--- config.mk ---
export PLATFORM = sky130hd
export DESIGN_NAME = mips_multicycle_core
export DESIGN_NICKNAME = d
export VERILOG_FILES = /design/src/rtl/mips_multicycle_core.sv
export SDC_FILE = /design/constraint.sdc
export NUM_CORES = 2
export LEC_CHECK = 0
export ABC_AREA = 1
export BUFFER_PORTS_ARGS = -buffer_cell sky130_fd_sc_hd__buf_4
export CAP_MARGIN = 20
export CORE_ASPECT_RATIO = 0.8
export CORE_MARGIN = 3
export CORE_UTILIZATION = 25
export CTS_CLUSTER_SIZE = 24
export DETAILED_ROUTE_END_ITERATION = 7
export GPL_ROUTABILITY_DRIVEN = 0
export SLEW_MARGIN = 0
export SYNTH_ARGS = -nofsm -noshare
export SYNTH_HDL_FRONTEND = slang
export SYNTH_SLANG_ARGS = --single-unit
export TNS_END_PERCENT = 5
--- constraint.sdc ---
create_clock -name clk -period 7.14 [get_ports clk]
set_input_delay 0.714 -clock clk [delete_from_list [all_inputs] [get_ports clk]]
set_output_delay 0.714 -clock clk [all_outputs]
set_load 0.02 [all_outputs]
--- src/rtl/mips_multicycle_core.sv ---
// Multicycle MIPS core: shared ALU, single handshaked memory port, FSM sequencing.
// Define MIPS_BNE_EN to decode bne (opcode 000101); otherwise it is illegal and halts.
module mips_multicycle_core #(
  parameter logic [31:0] RESET_PC = 32'h0000_0000,
  parameter int          ADDR_W   = 32
) (
  input  logic              clk,
  input  logic              reset,
  output logic              mem_req,
  output logic              mem_we,
  output logic [ADDR_W-1:0] mem_addr,
  output logic [31:0]       mem_wdata,
  input  logic [31:0]       mem_rdata,
  input  logic              mem_ready,
  output logic [31:0]       pc,
  output logic [3:0]        state,
  output logic              retire,
  output logic              halted
);
  typedef enum logic [3:0] {
    S_FETCH = 4'd0, S_DECODE = 4'd1, S_MEMADR = 4'd2, S_MEMRD = 4'd3,
    S_MEMWB = 4'd4, S_MEMWR = 4'd5, S_EXEC = 4'd6, S_ALUWB = 4'd7,
    S_BRANCH = 4'd8, S_ADDIEX = 4'd9, S_ADDIWB = 4'd10, S_JUMP = 4'd11,
    S_HALT = 4'd15
  } state_e;
  typedef enum logic [2:0] {ALU_ADD, ALU_SUB, ALU_AND, ALU_OR, ALU_SLT} alu_e;

  localparam logic [5:0] OP_R = 6'h00, OP_LW = 6'h23, OP_SW = 6'h2b, OP_BEQ = 6'h04,
                         OP_BNE = 6'h05, OP_ADDI = 6'h08, OP_J = 6'h02;
  localparam logic [5:0] F_ADD = 6'h20, F_SUB = 6'h22, F_AND = 6'h24, F_OR = 6'h25,
                         F_SLT = 6'h2a;

  state_e      state_q, state_d;
  logic [31:0] pc_q, pc_d, ir_q, ir_d, mdr_q, mdr_d, a_q, a_d, b_q, b_d, alu_q, alu_d;
  logic [31:0] rf_q [32];
  logic        rf_we;
  logic [4:0]  rf_wa;
  logic [31:0] rf_wd;

  logic [5:0]  opcode, funct;
  logic [4:0]  rs, rt, rd;
  logic [31:0] simm, rs_val, rt_val;
  assign opcode = ir_q[31:26];
  assign rs     = ir_q[25:21];
  assign rt     = ir_q[20:16];
  assign rd     = ir_q[15:11];
  assign funct  = ir_q[5:0];
  assign simm   = {{16{ir_q[15]}}, ir_q[15:0]};
  assign rs_val = (rs == 5'd0) ? 32'd0 : rf_q[rs];
  assign rt_val = (rt == 5'd0) ? 32'd0 : rf_q[rt];

  logic r_ok, bne_ok, is_bne;
  assign r_ok   = funct inside {F_ADD, F_SUB, F_AND, F_OR, F_SLT};
  assign is_bne = (opcode == OP_BNE);
`ifdef MIPS_BNE_EN
  assign bne_ok = is_bne;
`else
  assign bne_ok = 1'b0;
`endif

  // The single ALU serves PC+4, branch target, address calc, R-ops and branch compare.
  logic [31:0] alu_a, alu_b, alu_y;
  alu_e        alu_op;
  always_comb begin
    case (alu_op)
      ALU_SUB: alu_y = alu_a - alu_b;
      ALU_AND: alu_y = alu_a & alu_b;
      ALU_OR:  alu_y = alu_a | alu_b;
      ALU_SLT: alu_y = {31'd0, $signed(alu_a) < $signed(alu_b)};
      default: alu_y = alu_a + alu_b;
    endcase
  end

  always_comb begin
    state_d = state_q;
    pc_d    = pc_q;
    ir_d    = ir_q;
    mdr_d   = mdr_q;
    a_d     = a_q;
    b_d     = b_q;
    alu_d   = alu_q;
    alu_a   = pc_q;
    alu_b   = 32'd4;
    alu_op  = ALU_ADD;
    rf_we   = 1'b0;
    rf_wa   = rt;
    rf_wd   = alu_q;
    case (state_q)
      S_FETCH: if (mem_ready) begin
        ir_d    = mem_rdata;
        pc_d    = alu_y;
        state_d = S_DECODE;
      end
      S_DECODE: begin
        a_d   = rs_val;
        b_d   = rt_val;
        alu_b = {simm[29:0], 2'b00};
        alu_d = alu_y;
        case (opcode)
          OP_R:         state_d = r_ok ? S_EXEC : S_HALT;
          OP_LW, OP_SW: state_d = S_MEMADR;
          OP_BEQ:       state_d = S_BRANCH;
          OP_ADDI:      state_d = S_ADDIEX;
          OP_J:         state_d = S_JUMP;
          default:      state_d = bne_ok ? S_BRANCH : S_HALT;
        endcase
      end
      S_MEMADR: begin
        alu_a   = a_q;
        alu_b   = simm;
        alu_d   = alu_y;
        state_d = (opcode == OP_LW) ? S_MEMRD : S_MEMWR;
      end
      S_MEMRD: if (mem_ready) begin
        mdr_d   = mem_rdata;
        state_d = S_MEMWB;
      end
      S_MEMWB: begin
        rf_we   = 1'b1;
        rf_wd   = mdr_q;
        state_d = S_FETCH;
      end
      S_MEMWR: if (mem_ready) state_d = S_FETCH;
      S_EXEC: begin
        alu_a = a_q;
        alu_b = b_q;
        case (funct)
          F_SUB:   alu_op = ALU_SUB;
          F_AND:   alu_op = ALU_AND;
          F_OR:    alu_op = ALU_OR;
          F_SLT:   alu_op = ALU_SLT;
          default: alu_op = ALU_ADD;
        endcase
        alu_d   = alu_y;
        state_d = S_ALUWB;
      end
      S_ALUWB: begin
        rf_we   = 1'b1;
        rf_wa   = rd;
        state_d = S_FETCH;
      end
      S_BRANCH: begin
        // Compare via subtract; bne inverts the zero test.
        alu_a  = a_q;
        alu_b  = b_q;
        alu_op = ALU_SUB;
        if ((alu_y == 32'd0) ^ is_bne) pc_d = alu_q;
        state_d = S_FETCH;
      end
      S_ADDIEX: begin
        alu_a   = a_q;
        alu_b   = simm;
        alu_d   = alu_y;
        state_d = S_ADDIWB;
      end
      S_ADDIWB: begin
        rf_we   = 1'b1;
        state_d = S_FETCH;
      end
      S_JUMP: begin
        pc_d    = {pc_q[31:28], ir_q[25:0], 2'b00};
        state_d = S_FETCH;
      end
      S_HALT:  state_d = S_HALT;
      default: state_d = S_HALT;
    endcase
  end

  always_ff @(posedge clk or negedge reset) begin
    if (!reset) begin
      state_q <= S_FETCH;
      pc_q    <= RESET_PC;
      ir_q    <= '0;
      mdr_q   <= '0;
      a_q     <= '0;
      b_q     <= '0;
      alu_q   <= '0;
    end else begin
      state_q <= state_d;
      pc_q    <= pc_d;
      ir_q    <= ir_d;
      mdr_q   <= mdr_d;
      a_q     <= a_d;
      b_q     <= b_d;
      alu_q   <= alu_d;
    end
  end

  // Register file is deliberately not reset.
  always_ff @(posedge clk) begin
    if (rf_we && rf_wa != 5'd0) rf_q[rf_wa] <= rf_wd;
  end

  logic        data_phase;
  logic [31:0] addr_full;
  assign data_phase = (state_q == S_MEMRD) || (state_q == S_MEMWR);
  assign addr_full  = data_phase ? alu_q : pc_q;
  assign mem_addr   = addr_full[ADDR_W-1:0] & ~{{(ADDR_W-2){1'b0}}, 2'b11};
  assign mem_req    = reset && ((state_q == S_FETCH) || data_phase);
  assign mem_we     = (state_q == S_MEMWR);
  assign mem_wdata  = (state_q == S_MEMWR) ? b_q : 32'd0;
  assign retire     = (state_q inside {S_MEMWB, S_ALUWB, S_BRANCH, S_ADDIWB, S_JUMP}) ||
                      ((state_q == S_MEMWR) && mem_ready);
  assign halted     = (state_q == S_HALT);
  assign pc         = pc_q;
  assign state      = state_q;
endmodule

* Yosys cells after proc, flatten, opt, wreduce, memory -nomap -nowiden
Memories as Yosys holds them, arrays and structs flattened.
Index checks and enable logic that the tools add are counted.
W data, S select, Z words.
** Storage, ports and cells
- Flip-flop bits (word level) :: 196
- Bits in writable memories :: 1024
- Input bits :: 35
- Memories kept :: 1
- Output and inout port bits :: 104
** Operators by class
- Reduce and logical (&&, ||, !) cells :: 28
- Equality and inequality tests :: 31
- Bitwise logic cells :: 4
- Add/subtract/negate cells :: 2
- Magnitude comparators :: 1
- Muxes and demuxes :: 24
** Memories
- rf_q :: depth 32, bits a word 32, read ports 2, clocked after Yosys merged registers in 0, write ports 1, line 35 : logic [31:0] rf_q [32];
** Operators with widths (count)
- $mux W32 :: 8
- $pmux W32 S3 :: 2
- $pmux W32 S4 :: 1
- $eq A6 B6 Y1 const B :: 7
- $add A32 B32 Y32 :: 1
- $and A32 B32 Y32 :: 1
- $logic_not A32 Y1 :: 1
- $lt A32 B32 Y1 :: 1
- $or A32 B32 Y32 :: 1
- $pmux W4 S8 :: 1
- $sub A32 B32 Y32 :: 1
- $eq A4 B4 Y1 const B :: 5
- $pmux W4 S5 :: 1
- $eq A4 B3 Y1 const B :: 4
- $mux W4 :: 4
- $reduce_bool A5 Y1 :: 3
- $eq A6 B3 Y1 const B :: 2
- $pmux W3 S4 :: 1
- $logic_not A5 Y1 :: 2
- $eq A4 B2 Y1 const B :: 2
- $reduce_or A4 Y1 :: 2
- $eq A3 B2 Y1 const B :: 2
- $eq A6 B2 Y1 const B :: 1
- $eq A6 B4 Y1 const B :: 1
- other kinds (23) :: 35

* Depth between registers and ports, before layout
- Word-level depth :: 9
- Depth in mapped cells :: 35

* Worst setup path after synthesis
No wires, ideal clock.
- Path type :: register -> register
- Start :: reg state_q[2], in the netlist state[2]
- End :: mem rf_q[4][0] (enable)
- Arrival time :: 4.660 ns
- Stages on the path, launching flop included :: 7
- Setup slack :: 1.979 ns
- Path through :: dfrtp_1 -> nand2_2 -> nor2_1 -> inv_1 -> o21ai_1 -> inv_1 -> nor4_1
** On the way
- Cells in the longest elaborated chain, start to end :: 6
- Elaborated cells between the ends (all ways) :: 10
- Those cells by class :: eq/ne: 3; mux: 4; reduce/logical: 3
** Ends and longest elaborated chain
- start, declared :: line 33 : state_e state_q, state_d;
- start signal, assigned :: line 179 : state_q <= state_d;
- $eq A4 B3 Y1 / $eq A4 B4 Y1 (equally long branches) :: line 88 : case (state_q)
- $mux W5 / $reduce_or A3 Y1 (equally long branches)
- $reduce_bool A5 Y1 / $mux W1 (equally long branches) :: line 191, 88
- $logic_and A1 B1 Y1 :: line 191 : if (rf_we && rf_wa != 5'd0) rf_q[rf_wa] <= rf_wd;
- $mux W1 :: line 191
- $mux W1 (implied by the code) :: line 191
- end, declared :: line 35
Parallel ways exist; a longest one is shown, timed or not.

* Worst setup path in the final report
- Start :: reg state_q[2], in the netlist state[2]
- End :: reg pc_q[0], in the netlist pc[0]
** On the way
- Cells in the longest elaborated chain, start to end :: 9
- Elaborated cells between the ends (all ways) :: 31
- Those cells by class :: add/sub: 2; order compare: 1; eq/ne: 12; mux: 6; bitwise: 3; reduce/logical: 7
** Ends and longest elaborated chain
- $eq A4 B4 Y1 (tied with other cells) :: line 88
- $reduce_or A2 Y1 (no source line) / $reduce_or A4 Y1 (equally long branches)
- $pmux W32 S3 / $mux W32 (equally long branches) :: line 88
- $add A32 B32 Y32 (tied with other cells) :: line 70 : default: alu_y = alu_a + alu_b;
- $pmux W32 S4 :: line 65 : case (alu_op)
- $logic_not A32 Y1 :: line 147 : if ((alu_y == 32'd0) ^ is_bne) pc_d = alu_q;
- $xor A1 B1 Y1 :: line 147
- $ne A2 B2 Y1 (no source line)
- $reduce_and A3 Y1 (no source line)
- end signal, assigned :: line 180 : pc_q <= pc_d;
- end, declared :: line 34 : logic [31:0] pc_q, pc_d, ir_q, ir_d, mdr_q, mdr_d, a_q, a_d, b_q, b_d, alu_q, alu_d;
Parallel ways exist; a longest one is shown, timed or not. The select of a mux whose other input is x is not followed.
A chain may end at the register's enable or synchronous reset.

==> flow_summary.toml <==
[run_status]
outcome = "complete, but fails checks"
violations = "DRC"

[yosys]
yosys_warnings = 0
async_reset_ff_frac = 0.161
synth_xor_xnor_area_share = 0.00106
avgSynthCellArea_sq_um = 8.65
synth_compound_area_frac = 0.209
netlist.area_leader.share = 0.467
ys_seq_area_frac = 0.542
yosys.area_share.simple = 0.148
synth_edf_count = 1024
ys_seq_elements = 1220
synth_top_family_by_area = "compound AO/OA/AOI/OAI gates"
synthAdderAreaFrac = 0.0189
syn_area_sq_um = 65800
synthCells = 7609
muxShareOfSynthArea = 0.00565
synth_area_leader_cell = "edfxtp_1"
ys_types = 53
synth_area_leaders = "edfxtp_1 (47%), o21ai_0 (12%), dfrtp_1 (7.5%), nand2_1 (6.6%), nor2_1 (4.7%)"
synth-main-ff-cell = "edfxtp_1"

[clock_tree]
path_clk_slew_ns = 0.06
cts_buffer_depth = 3
clock-sinks = 1220
cts_root_buffer = "clkbuf_16"
clock_latency_ns = 0.78
postCtsSetupBuffers = 0
h-tree-depth = 3
cts_made_buffers = 114
cts_tree = "yes"

[critical_path]
startpoint = "state[2]$_DFFE_PN0P_"
critPathBufInv = 2
crit_type = "register to register"
required_ns = 7.78
cpMaxStageDelayCell = "a221oi_1"
arrival_ns = 7.40
rr_startpoint = "state[2]$_DFFE_PN0P_"
ff2ff_path_depth = 25
slowest_delay_ns = 0.64
critPathTopFamily = "simple AND/OR/NAND/NOR gates"
cp.depth = 25
worst-path-max-fanout = 34
critPathMostFrequentCell = "nand2_1"
startpoint_type = "register"
endpoint_kind = "register"

[routing]
num_vias = 60505
drc = 4
firstDrtPassIters = 8
drt-total-wl_mm = 266
drt_iter0_markers = 10251
via_per_inst = 5.47
wl_per_cell_um = 24.0
ant_nets = 0

[sta]
rsz0062_at_grt = "false"
hold_violations = 0
setup_viol = 0
final.period_utilization = 0.947
setup_slack_ns = 0.380
clock_skew_ns = 0.0632
tightest_slew_ns = 1.16
min_period_ns = 6.76
fmax_mhz = 148
slew_viol_final = 0
relSlewSlack = 0.224
fin_tns_setup_ns = 0

[global_routing]
grtUsageTotal = 0.187
grt_first_pass_wirelength_mm = 380
overflow = 0
grt_pass1_vias = 54997
grt_start_max_net_pins = 215
antenna_found_initial = 12

[cells_and_area]
layout_common_cells = "o21ai_0 (1592), nand2_1 (1150), edfxtp_1 (1024)"
drive_gt1_frac = 0.0799
area_delta_synth_final_pct = 13.7
nets = 7632
final_common_cell = "o21ai_0"

[floorplan]
rows = 167
start_util = 0.253
die_w_um = 580
pin_count = 139
die_area_sq_um = 269000
coreArea_sq_um = 260000
die_y_um = 465

[power_and_ir_drop]
peakVddDrop_mv = 0.390
p_clk_frac = 0.161
power_frac_comb = 0.570
powerDensity_nw_per_um2 = 521
pwr-share-seq = 0.269
internal_power_mw = 18.8
swShare = 0.519
p_leak_nw = 27.8
p_sw_mw = 20.2

[hold_path]
holdCritPathClass = "input pin to register"
min_path_cells = 3
hp-start = "mem_rdata[1]"

[job]
cap_violations = 0

[placed_design]
port_buffers = 136
dp_hpwl_mm = 162
place_ws_ns = 0.837
state kept, by name, summed over array words and instances (netlist names):
name,flops
mdr_q,32
ir_q,32
state,4
pc,32
b_q,32
a_q,32
rf_q,1024
alu_q,32
Yosys cell counts (all sizes together) (4+ instances only):
| cell | instances |
|---|---|
| nand3 | 211 |
| o221ai | 37 |
| a21oi | 513 |
| o211ai | 129 |
| o31ai | 12 |
| o21ai | 1629 |
| clkbuf | 446 |
| xor2 | 8 |
| a211oi | 50 |
| and2 | 6 |
| mux2 | 33 |
| nor3 | 22 |
| a221oi | 8 |
| dfrtp | 196 |
| o22ai | 150 |
| or2 | 6 |
| clkinv | 7 |
| nor4 | 5 |
| ha | 96 |
| inv | 761 |
| edfxtp | 1024 |
| nor2 | 838 |
| o21bai | 4 |
| nand4 | 129 |
| buf | 98 |
| o32ai | 12 |
| o211a | 8 |
| nand2 | 1155 |
cell families after synthesis:
| kind of cell | Yosys count |
|---|---|
| flops | 1220 |
| buf+inv | 1312 |
| mux | 33 |
| simple gates | 2378 |
| xor+xnor | 8 |
| fa+ha+maj | 98 |
| compound gates | 2559 |
| other cells | 1 |
path summary, 6_finish.rpt:
| path | endpoint | slack, ns |
|---|---|---|
| max | pc[0]$_DFFE_PN0P_ | 0.38 |
| min | ir_q[1]$_DFFE_PN0P_ | 0.17 |
| max reg2reg | pc[0]$_DFFE_PN0P_ | 0.38 |
| min reg2reg | alu_q[1]$_DFFE_PN0P_ | 0.50 |
| max in group asynchronous | ir_q[23]$_DFFE_PN0P_ | 5.29 |
| min in group asynchronous | alu_q[20]$_DFFE_PN0P_ | 0.51 |
final cells by class:
class | count | area (sq um)
Antenna cell | 4 | 10.0
Clock buffer | 161 | 3130
Clock inverter | 55 | 607
Fill cell | 27255 | 185000
Inverter | 768 | 2910
Multi-Input combinational cell | 5110 | 25700
Sequential cell | 1220 | 35700
Tap cell | 3464 | 4330
Timing Repair Buffer | 285 | 2470
stage by stage:
stage	instance area [sq um]	cells	util	hold WS, ns	total power, mW
after floorplan	65900	7642	-	0.418	23.8
after global placement	70800	10830	0.272	0.472	31.5
after detailed placement	71000	10839	0.273	0.481	31.8
after CTS	74700	11056	0.287	0.131	38.0
after global routing	74900	11064	0.288	0.164	40.9
final	74900	11067	0.288	0.171	39.0
routing by layer:
| metal | GRT usage | routed length, um | up-vias |
|---|---|---|---|
| met2 | 0.262 | 108000 | 4426 |
| met5 | 0 | 65 | - |
| li1 | - | - | 26161 |
| met1 | 0.261 | 107000 | 29131 |
| met4 | 0.0925 | 14600 | 8 |
| met3 | 0.0542 | 36700 | 779 |
power by group through the flow:
stage                     Sequential (mW)  Clock (mW)  Combinational [mW]
after detailed placement             10.6           0                21.1
after global placement               10.6           0                20.9
final                                10.5        6.26                22.2
after floorplan                      10.2           0                13.6
after global routing                 10.5        6.62                23.8
after CTS                            10.5        6.31                21.2
worst min-delay path, delay by kind of cell:
kind | cells | cell delay (ns)
buf+inv | 1 | 0.08
simple gates | 1 | 0.04
compound gates | 1 | 0.06
timing repair:
action	CTS	global route
endpoints found under the hold margin	60	0
resized for setup	0	2
setup endpoints to repair	0	24
hold buffers	1	0
No activity file was read; power rests on OpenSTA's default activity.
